**config.mk**
```make
export PLATFORM = sky130hd
export DESIGN_NAME = read_test_sequencer
export DESIGN_NICKNAME = d
export VERILOG_FILES = /design/src/rtl/read_test_sequencer_pkg.sv /design/src/rtl/read_test_sequencer_sat_counter.sv /design/src/rtl/read_test_sequencer.sv
export SDC_FILE = /design/constraint.sdc
export NUM_CORES = 1
export LEC_CHECK = 0
export ABC_AREA = 1
export BUFFER_PORTS_ARGS = -buffer_cell sky130_fd_sc_hd__buf_2
export CAP_MARGIN = 40
export CORE_UTILIZATION = 42
export DETAILED_ROUTE_END_ITERATION = 8
export SETUP_SLACK_MARGIN = 0.02
export SYNTH_ARGS = -nofsm -noshare
export SYNTH_HDL_FRONTEND = slang
export SYNTH_SLANG_ARGS = --single-unit
```
**constraint.sdc**
```tcl
create_clock -name okClk_i -period 7.7 [get_ports okClk_i]
set_input_delay 0.385 -clock okClk_i [delete_from_list [all_inputs] [get_ports okClk_i]]
set_output_delay 0.385 -clock okClk_i [all_outputs]
set_load 0.02 [all_outputs]
```
**src/rtl/read_test_sequencer_pkg.sv**
```systemverilog
// Shared definitions for the read test sequencer: state encoding, default
// timing parameters and small state-decode helpers.
package read_test_sequencer_pkg;

  typedef enum logic [2:0] {
    ST_IDLE  = 3'd0,
    ST_FLUSH = 3'd1,
    ST_RUN   = 3'd2,
    ST_DRAIN = 3'd3,
    ST_DONE  = 3'd4
  } state_t;

  localparam int unsigned DEF_FLUSH_CYCLES = 4;
  localparam int unsigned DEF_GEN_LATENCY  = 1;
  localparam int unsigned WORD_W           = 32;
  localparam int unsigned CLK_CNT_W        = 64;

  function automatic logic is_busy(input state_t s);
    return (s == ST_FLUSH) || (s == ST_RUN) || (s == ST_DRAIN);
  endfunction

  // Cycles in these states are accumulated into clk_counts.
  function automatic logic is_timed(input state_t s);
    return (s == ST_RUN) || (s == ST_DRAIN);
  endfunction

endpackage

```
**src/rtl/read_test_sequencer_sat_counter.sv**
```systemverilog
// Saturating up-counter with synchronous clear; clear has priority over increment.
module sat_counter #(
  parameter int unsigned WIDTH = 32
) (
  input  logic             clk_i,
  input  logic             rst_i,
  input  logic             clr_i,
  input  logic             inc_i,
  output logic [WIDTH-1:0] count_o
);

  logic [WIDTH-1:0] count_q;
  logic [WIDTH-1:0] count_d;

  always_comb begin
    count_d = count_q;
    if (clr_i) begin
      count_d = '0;
    end else if (inc_i && (count_q != {WIDTH{1'b1}})) begin
      count_d = count_q + WIDTH'(1);
    end
  end

  always_ff @(posedge clk_i or posedge rst_i) begin
    if (rst_i) begin
      count_q <= '0;
    end else begin
      count_q <= count_d;
    end
  end

  assign count_o = count_q;

endmodule

```
**src/rtl/read_test_sequencer.sv**
```systemverilog
// Sequences one pipe-out read test: flush generator/FIFO, issue cfg words,
// wait for the host to drain them, and keep run statistics for readback.
//
// state | meaning
// IDLE  | waiting for start, statistics held from the last run
// FLUSH | generator and FIFO held in reset for FLUSH_CYCLES cycles
// RUN   | issuing gen_enable pulses until cfg words are requested
// DRAIN | waiting until every word is written and read back
// DONE  | run complete, statistics held until the next start
module read_test_sequencer
  import read_test_sequencer_pkg::*;
#(
  parameter int unsigned FLUSH_CYCLES = DEF_FLUSH_CYCLES,
  parameter int unsigned GEN_LATENCY  = DEF_GEN_LATENCY
) (
  input  logic                 okClk_i,
  input  logic                 reset_i,
  input  logic                 start_i,
  input  logic                 abort_i,
  input  logic [WORD_W-1:0]    word_count_cfg_i,
  input  logic                 fifo_almost_full_i,
  input  logic                 fifo_empty_i,
  input  logic                 pipe_read_i,
  input  logic                 gen_valid_i,
  output logic                 gen_enable_o,
  output logic                 gen_reset_o,
  output logic [CLK_CNT_W-1:0] clk_counts_o,
  output logic [WORD_W-1:0]    words_written_o,
  output logic [WORD_W-1:0]    words_read_o,
  output logic                 busy_o,
  output logic                 done_o,
  output logic                 underrun_err_o
);

  localparam int unsigned FLUSH_W = (FLUSH_CYCLES > 1) ? $clog2(FLUSH_CYCLES) : 1;
  localparam logic [FLUSH_W-1:0] FLUSH_LOAD = FLUSH_W'(FLUSH_CYCLES - 1);

  if (FLUSH_CYCLES < 1) begin : g_bad_flush
    $error("FLUSH_CYCLES must be at least 1");
  end
  if (GEN_LATENCY < 1) begin : g_bad_latency
    $error("GEN_LATENCY must be at least 1");
  end

  state_t              state_q;
  state_t              state_d;
  logic [WORD_W-1:0]   cfg_q;
  logic [FLUSH_W-1:0]  flush_cnt_q;
  logic                underrun_q;
  logic                busy_q;
  logic                done_q;
  logic                gen_reset_q;

  logic                start_acc;
  logic                cnt_en;
  logic                gen_enable;
  logic [WORD_W-1:0]   issued;
  logic [WORD_W-1:0]   words_written;
  logic [WORD_W-1:0]   words_read;
  logic [CLK_CNT_W-1:0] clk_counts;

  assign start_acc = start_i & ~abort_i & ((state_q == ST_IDLE) | (state_q == ST_DONE));
  // Abort freezes statistics on the cycle it is seen, so readback shows the pre-abort values.
  assign cnt_en    = is_busy(state_q) & ~abort_i;
  assign gen_enable = (state_q == ST_RUN) & ~fifo_almost_full_i & (issued < cfg_q);

  always_comb begin
    state_d = state_q;
    if (abort_i) begin
      state_d = ST_IDLE;
    end else begin
      case (state_q)
        ST_IDLE, ST_DONE: begin
          if (start_i) state_d = ST_FLUSH;
        end
        ST_FLUSH: begin
          if (flush_cnt_q == '0) state_d = ST_RUN;
        end
        ST_RUN: begin
          if (issued == cfg_q) state_d = ST_DRAIN;
        end
        ST_DRAIN: begin
          if ((words_written == cfg_q) && (words_read == cfg_q)) state_d = ST_DONE;
        end
        default: state_d = ST_IDLE;
      endcase
    end
  end

  always_ff @(posedge okClk_i or posedge reset_i) begin
    if (reset_i) begin
      state_q     <= ST_IDLE;
      cfg_q       <= '0;
      flush_cnt_q <= '0;
      underrun_q  <= 1'b0;
      busy_q      <= 1'b0;
      done_q      <= 1'b0;
      gen_reset_q <= 1'b0;
    end else begin
      state_q     <= state_d;
      busy_q      <= is_busy(state_d);
      done_q      <= (state_d == ST_DONE);
      gen_reset_q <= (state_d == ST_FLUSH);
      if (start_acc) begin
        cfg_q       <= word_count_cfg_i;
        flush_cnt_q <= FLUSH_LOAD;
        underrun_q  <= 1'b0;
      end else begin
        if ((state_q == ST_FLUSH) && (flush_cnt_q != '0)) begin
          flush_cnt_q <= flush_cnt_q - FLUSH_W'(1);
        end
        if (cnt_en && pipe_read_i && fifo_empty_i) begin
          underrun_q <= 1'b1;
        end
      end
    end
  end

  sat_counter #(.WIDTH(CLK_CNT_W)) u_clk_counts (
    .clk_i   (okClk_i),
    .rst_i   (reset_i),
    .clr_i   (start_acc),
    .inc_i   (cnt_en & is_timed(state_q)),
    .count_o (clk_counts)
  );

  sat_counter #(.WIDTH(WORD_W)) u_words_written (
    .clk_i   (okClk_i),
    .rst_i   (reset_i),
    .clr_i   (start_acc),
    .inc_i   (cnt_en & gen_valid_i),
    .count_o (words_written)
  );

  sat_counter #(.WIDTH(WORD_W)) u_words_read (
    .clk_i   (okClk_i),
    .rst_i   (reset_i),
    .clr_i   (start_acc),
    .inc_i   (cnt_en & pipe_read_i),
    .count_o (words_read)
  );

  sat_counter #(.WIDTH(WORD_W)) u_issued (
    .clk_i   (okClk_i),
    .rst_i   (reset_i),
    .clr_i   (start_acc),
    .inc_i   (gen_enable),
    .count_o (issued)
  );

  assign gen_enable_o    = gen_enable;
  assign gen_reset_o     = gen_reset_q;
  assign clk_counts_o    = clk_counts;
  assign words_written_o = words_written;
  assign words_read_o    = words_read;
  assign busy_o          = busy_q;
  assign done_o          = done_q;
  assign underrun_err_o  = underrun_q;

endmodule

```
==> results_dict.tcl, run 1 <==
set metrics [dict create \
    status "complete, no violations" \
    synth_top_flop_cell "dfrtp_1" \
    crit_path_cell_trace "ha_1 -> nand3_1 -> inv_1 -> nand2_1 -> nor2_1 -> nand2_1 -> nand2_1 -> nand2_1 -> o21ai_0" \
    grt_max_degree 82 \
    crit_slowest_cell "nand2_1" \
    crit_required_ns 8.12 \
    nets 2428 \
    pwr_density_cell_nw_per_um2 219.3 \
    clock_latency_ns 0.54 \
    max-slew-margin-rel 0.3912 \
    rr_endpoint "u_words_written.count_o[14]" \
    wl_per_cell_um 19.83 \
    io_buffer_count 172 \
    ff_latch_area_um2 5030 \
    async_flop_share 1.000 \
    postRouteWirelength_um 55930 \
    clk_pin_slew_ns 0.06 \
    die_area_um2 35040 \
    cap_violations 0 \
    drv_slew 0 \
    netlist_instances 2200 \
    hold_path_class "in -> reg" \
    dr.pass1.iters 6 \
    setup-violations-final 0 \
    hold_viol 0 \
    synth.top_cell.area_share 0.3492 \
    ant_nets 0 \
    drive_gt1_frac 0.1114 \
    worstSetupPathType "reg -> reg" \
    rows 67 \
    cp_slowest_stage_delay_ns 0.67 \
    postCtsSetupBuffers 0 \
    dp_hpwl_um 42330 \
    cts_max_level 1 \
    hold_depth 3 \
    yosysTopAreaCell "dfrtp_1" \
    clock_path_buffers 3 \
    start_kind "register" \
    grt_pass1_wl_um 85620 \
    ff2ff_path_depth 9 \
    tightest_slew_ns 0.9132 \
    tritoncts "yes" \
    worst-path-buf-inv 1 \
    worstReg2RegStart "u_words_written.count_o[1]" \
    die_w_um 187.2 \
    holdPathEnd "cfg_q[3]" \
    synth_warnings 0 \
    coreArea_um2 33620 \
    total_power_w 0.003635 \
    synth_area_leaders "dfrtp_1 35%, nand2_1 21%, nor2_1 8.0%, inv_1 5.0%, nand3_1 4.6%" \
    syn_nets 2277 \
    arrival_ns 3.63 \
    cts_resized 0 \
    tns_ns 0 \
    seq_area_frac_synth 0.3492 \
    critPathTopFamily "simple AND/OR/NAND/NOR gates" \
    overflow 0 \
    gp_congestion 1.015 \
    ff2ff_setup_slack_ns 4.49 \
    period_minus_slack_ns 3.213 \
    max_clock_freq_ghz 0.3113 \
    cts_sinks 201 \
    ys_types 42 \
    crit_top_cell "nand2_1" \
    die_height_um 187.2 \
    rsz0062_at_grt "no" \
    fillCellCount 3528 \
    fin_crit_sh 0.4172 \
    crit_fanout 21 \
    multi_input_area_um2 8262 \
    fin_util 0.4929 \
    grt_antenna_before_repair 5 \
    hp-start "word_count_cfg_i[3]" \
    cts-root-buf "clkbuf_16" \
    syn_to_final_growth_pct 15.05 \
    cellLeakagePower_nw 8.082 \
    syn_area_per_cell_um2 6.547 \
    grtUsageTotal 0.3155 \
    viasPerCell 5.471 \
    top_level_ports 173 \
    grt_pass1_vias 14390 \
    start_util 0.4285 \
    drc 0 \
    numCtsBuffers 25 \
    ys_ff_latch 201 \
    syn_area_um2 14400 \
    cp-end-kind "register" \
    synth_edf_count 0 \
    drt_iter0_drc 1390 \
    vias 15430 \
    clock_skew_ns 0.01566 \
    vdd_drop_max_mv 0.2083 \
]
-- routing by layer --
layer  wire, um  GRT usage
met4       2751     0.1494
met1      22700     0.4060
met2      25650     0.5073
met5         26          0
met3       4801    0.06341
-- logic make-up (layout without fill, tap and decap cells) --
family | Yosys count | after routing | synth area share
simple gates | 1486 | 1486 | 0.4420
buf+inv | 258 | 427 | 0.07722
flops | 201 | 201 | 0.3492
compound gates | 141 | 141 | 0.05264
xor+xnor | 77 | 77 | 0.04682
fa+ha+maj | 37 | 37 | 0.03214
other cells | 0 | 3 | 0
-- per-stage QoR --
stage	worst slack (ns)	instance area (um2)	hold slack (ns)	instances
floorplan	1.833	14400	0.4582	2200
global placement	4.246	15510	0.4749	2767
detailed placement	4.527	15610	0.4959	2771
CTS	4.484	16560	0.06014	2817
global route	4.201	16560	0.07202	2817
finish	4.487	16570	0.06702	2820
-- report_power, final --
group          total [W]  internal (W)  switching, W
sequential       0.00137       0.00118      0.000196
clock            0.00138      0.000880      0.000501
combinational   0.000879      0.000287      0.000592
-- worst register-to-register path: stages (launching register included) --
cell and delay [ns]:
dfrtp_1 0.54, ha_1 0.36, nand3_1 0.16, inv_1 0.10, nand2_1 0.11, nor2_1 0.23, nand2_1 0.08, nand2_1 0.41
nand2_1 0.68, o21ai_0 0.44
-- timing repair --
action                     4_1_cts  5_1_grt
setup endpoints to repair        0        0
hold buffers                     1        0
hold endpoints to repair        79        0
-- state kept, by name, indices dropped and copies added, names as in the netlist --
signal                   cells
busy_o                       1
gen_reset_o                  1
state_q                      3
cfg_q                       32
done_o                       1
underrun_err_o               1
u_clk_counts.count_o        64
u_words_written.count_o     32
u_words_read.count_o        32
flush_cnt_q                  2
u_issued.count_o            32
-- Yosys cell counts, types with 9 or more instances --
cell type / instances
ha_1: 37
nand4_1: 90
inv_1: 192
clkbuf_1: 12
nand2_1: 820
a21oi_1: 19
nor2_1: 307
nand3b_1: 33
o21ai_0: 77
nand3_1: 131
xor2_1: 56
buf_6: 11
dfrtp_1: 201
nor3b_1: 10
xnor2_1: 21
nor3_1: 59
or2_2: 9
buf_2: 24
o21ai_1: 30
-- worst max path at each step --
stage	startpoint	end	slack (ns)	depth (start not counted)
after global routing	cfg_q[19]	u_issued.count_o[15]	4.20	12
after floorplan	reset_i	busy_o	1.83	1
after detailed placement	cfg_q[19]	u_issued.count_o[22]	4.53	12
after CTS	cfg_q[19]	u_issued.count_o[24]	4.48	12
after global placement	cfg_q[19]	u_issued.count_o[27]	4.25	11
final	u_words_written.count_o[1]	u_words_written.count_o[14]	4.49	9
-- area by class of cell --
cell class,instances,share of cell area
diodes,3,0.0004530
clock buffers,30,0.04009
multi-input cells,1741,0.4986
repair buffers,183,0.06101
inverters,199,0.04568
well taps,448,0.03383
flip-flops and latches,201,0.3035
clock inverters,15,0.01684
-- placed cells by master, fill, tap and decap left out, types with 6 or more instances in the layout --
master and instances:
a21oi_1 19, buf_2 172, buf_4 6, bufinv_16 8, clkbuf_16 25, clkinv_2 6
dfrtp_1 201, ha_1 37, inv_1 190, inv_2 7, nand2_1 820, nand3_1 131
nand3b_1 33, nand4_1 90, nor2_1 307, nor3_1 59, nor3b_1 10, o21ai_0 77
o21ai_1 30, or2_2 9, xnor2_1 21, xor2_1 56
Power figures use the tool's default switching activity.
==> run 2: changes to the inputs <==
--- a/config.mk
+++ b/config.mk
@@ -5,7 +5,7 @@
 export SDC_FILE = /design/constraint.sdc
 export NUM_CORES = 1
 export LEC_CHECK = 0
-export ABC_AREA = 1
+export ABC_AREA = 0
 export BUFFER_PORTS_ARGS = -buffer_cell sky130_fd_sc_hd__buf_2
 export CAP_MARGIN = 40
 export CORE_UTILIZATION = 42
==> constraint.sdc (replaced) <==
create_clock -name okClk_i -period 3.3 [get_ports okClk_i]
set_input_delay 0.165 -clock okClk_i [delete_from_list [all_inputs] [get_ports okClk_i]]
set_output_delay 0.165 -clock okClk_i [all_outputs]
set_load 0.02 [all_outputs]
==> run 2 against run 1 <==
First-iteration DRC count decreased by 36%. Hold slack got worse by 0.042 ns. Utilization increased by 2.6 points.
==> results_dict.tcl, run 2 <==
set metrics [dict create \
    postCtsSetupBuffers 0 \
    cp_slowest_stage_delay_ns 0.60 \
    async_flop_share 1.000 \
    cts_max_level 1 \
    period_minus_slack_ns 3.047 \
    wl_per_cell_um 19.04 \
    synth_top_flop_cell "dfrtp_1" \
    grt_antenna_before_repair 0 \
    grtUsageTotal 0.2574 \
    crit_fanout 40 \
    final_cells 1935 \
    holdWs_ns 0.02531 \
    largest_reg_flops 64 \
    vdd_drop_max_mv 0.3448 \
    wl_met1_um 17440 \
    drt_iter0_drc 896 \
    ys_types 59 \
    synth_commonest_cells "201 x dfrtp_1, 133 x nand2_1, 95 x nor2_1" \
    top_level_ports 173 \
    drive_gt1_frac 0.1644 \
    clock_latency_ns 0.52 \
    grt_pass1_wl_um 58640 \
    max_clock_freq_ghz 0.3282 \
    ant_nets 0 \
    rsz0062_at_grt "no" \
    route.met3.wl_um 2122 \
    die_w_um 170.2 \
    fin_area_um2 14430 \
    place_inst 1857 \
    pwr-share-clk 0.398 \
    dr.pass1.iters 5 \
    synth_warnings 0 \
    seqPwrFrac 0.441 \
    coreArea_um2 27780 \
    layout_commonest_cell "dfrtp_1" \
    seq_area_frac_synth 0.4231 \
    status "complete, no violations" \
    synth_edf_count 0 \
    arrival_ns 2.88 \
    cellLeakagePower_nw 6.541 \
    die_area_um2 28980 \
    cap_violations 0 \
    pwr_density_cell_nw_per_um2 448.7 \
    synth_area_leaders "dfrtp_1 42%, xnor2_1 5.1%, nand2_1 4.2%, ha_1 3.9%, nand4_1 3.7%" \
    die_height_um 170.2 \
    synth.most_common_cell "dfrtp_1" \
    drc 0 \
    clock_skew_ns 0.01293 \
    switchingPower_w 0.001902 \
    tritoncts "yes" \
    hold_viol 0 \
    postRouteWirelength_um 36840 \
    grt_max_degree 104 \
    viasPerCell 5.770 \
    synth.top_cell.area_share 0.4231 \
    placed_area_um2 13320 \
    overflow 0 \
    rows 61 \
    routed.top_layer "met4" \
    cp-end-kind "output pin" \
    syn_to_final_growth_pct 21.37 \
    yosysTopAreaCell "dfrtp_1" \
    synth_compound_area_frac 0.1167 \
    dr_wl_met2_um 16190 \
    gp_congestion 0.8883 \
    combPwrFrac 0.161 \
    yosys.area_share.xor_xnor 0.07072 \
    crit_slowest_cell "o41a_2" \
    fin_crit_sh 0.9233 \
    clock_path_buffers 3 \
    synth_simple_gate_area_share 0.2898 \
    crit_path_cell_trace "inv_1 -> ha_1 -> a41o_1 -> a21oi_1 -> nor3_1 -> o41a_2 -> buf_12 -> nor2_1 -> buf_2" \
    syn_area_um2 11890 \
    internal-power_w 0.004573 \
    clk_pin_slew_ns 0.06 \
    start_util 0.4279 \
    yosys-mux-area-fraction 0.02442 \
    syn_area_per_cell_um2 8.892 \
    setup-violations-final 0 \
    vias 11160 \
    ys_ff_latch 201 \
    start_kind "register" \
    max-slew-margin-rel 0.4966 \
    dp_hpwl_um 26700 \
    cts-root-buf "clkbuf_16" \
    syn_nets 1414 \
    tns_ns 0 \
    worstSetupPathType "reg -> out" \
    crit_required_ns 3.13 \
    tightest_slew_ns 0.7551 \
    total_power_w 0.006475 \
    final_cell_mix "201 x dfrtp_1, 173 x buf_2, 132 x nand2_1" \
    io_buffer_count 172 \
    fillCellCount 2673 \
    antenna_cells 0 \
    grt_pass1_vias 10610 \
    swShare 0.2937 \
    cts_sinks 201 \
    synth_top_family_by_area "simple AND/OR/NAND/NOR gates" \
    synthAdderAreaFrac 0.03894 \
    numCtsBuffers 24 \
    netlist_instances 1337 \
    hold_path_class "in -> reg" \
    nets 1617 \
    drv_slew 0 \
]
==> run 2: critical path: cells and delay by family, from the launching register on <==
| kind | cells | cell delay (ns) |
|---|---|---|
| AO/OA/AOI/OAI | 3 | 0.97 |
| buffers and inverters | 3 | 0.47 |
| flip-flops | 1 | 0.40 |
| adder cells (fa/ha/maj) | 1 | 0.33 |
| AND/OR/NAND/NOR | 2 | 0.18 |
==> run 2: kinds of logic (layout without fill, tap and decap cells) <==
kind of cell,Yosys count,count (layout)
xor gates and xnor gates,96,96
muxes,29,29
buffers and inverters,114,334
and+or+nand+nor,635,635
adders and majority gates,37,37
AOI/OAI and AO/OA,225,225
DFF,201,201
==> run 2: per-layer routing <==
layer  up-vias  global-route usage
met2       339              0.3899
met5         -                   0
met3        67             0.03605
met4         0             0.08500
li1       5361                   -
met1      5397              0.3755
==> run 2: final cells by class <==
| cell class | count | area [um2] | share of cell area |
|---|---|---|---|
| Multi-Input combinational cell | 1022 | 6440 | 0.4463 |
| Sequential cell | 201 | 5030 | 0.3486 |
| Timing Repair Buffer | 242 | 1546 | 0.1072 |
| Tap cell | 378 | 473.0 | 0.03278 |
| Inverter | 49 | 187.7 | 0.01301 |
| Clock inverter | 4 | 45.04 | 0.003121 |
| Clock buffer | 39 | 708.2 | 0.04908 |
==> run 2: path summary, 6_finish.rpt <==
path | depth (start not counted) | end | start | slack [ns]
worst max-delay path | 9 | gen_enable_o | cfg_q[7] | 0.25
worst min-delay path | 3 | underrun_err_o | pipe_read_i | 0.03
worst min register to register | 2 | flush_cnt_q[0] | flush_cnt_q[0] | 0.50
max in group asynchronous | 5 | u_clk_counts.count_o[27] | reset_i | 2.13
min in group asynchronous | 3 | u_words_written.count_o[13] | reset_i | 0.14
worst max register to register | 6 | u_clk_counts.count_o[54] | u_clk_counts.count_o[14] | 0.25
==> run 2: power groups by stage <==
stage / Sequential, W / Combinational, W / Clock [W]
after floorplan: 0.00285 / 0.000675 / 0
after global placement: 0.00289 / 0.000986 / 0
final: 0.00286 / 0.00104 / 0.00257
after detailed placement: 0.00289 / 0.00102 / 0
after CTS: 0.00285 / 0.00105 / 0.00263
after global routing: 0.00288 / 0.00117 / 0.00271
==> run 2: per-stage QoR <==
step           utilization  setup slack (ns)
2_1_floorplan            -            0.3055
3_3_place_gp        0.4787            0.3352
4_1_cts             0.5193           0.02716
5_1_grt             0.5194           0.05277
6_report            0.5194            0.2532
3_5_place_dp        0.4796            0.2759
==> run 2: timing repair <==
item | CTS | global route
hold buffers | 35 | 0
gates resized for setup | 0 | 2
endpoints found under the setup margin | 0 | 1
endpoints found under the hold margin | 88 | 0
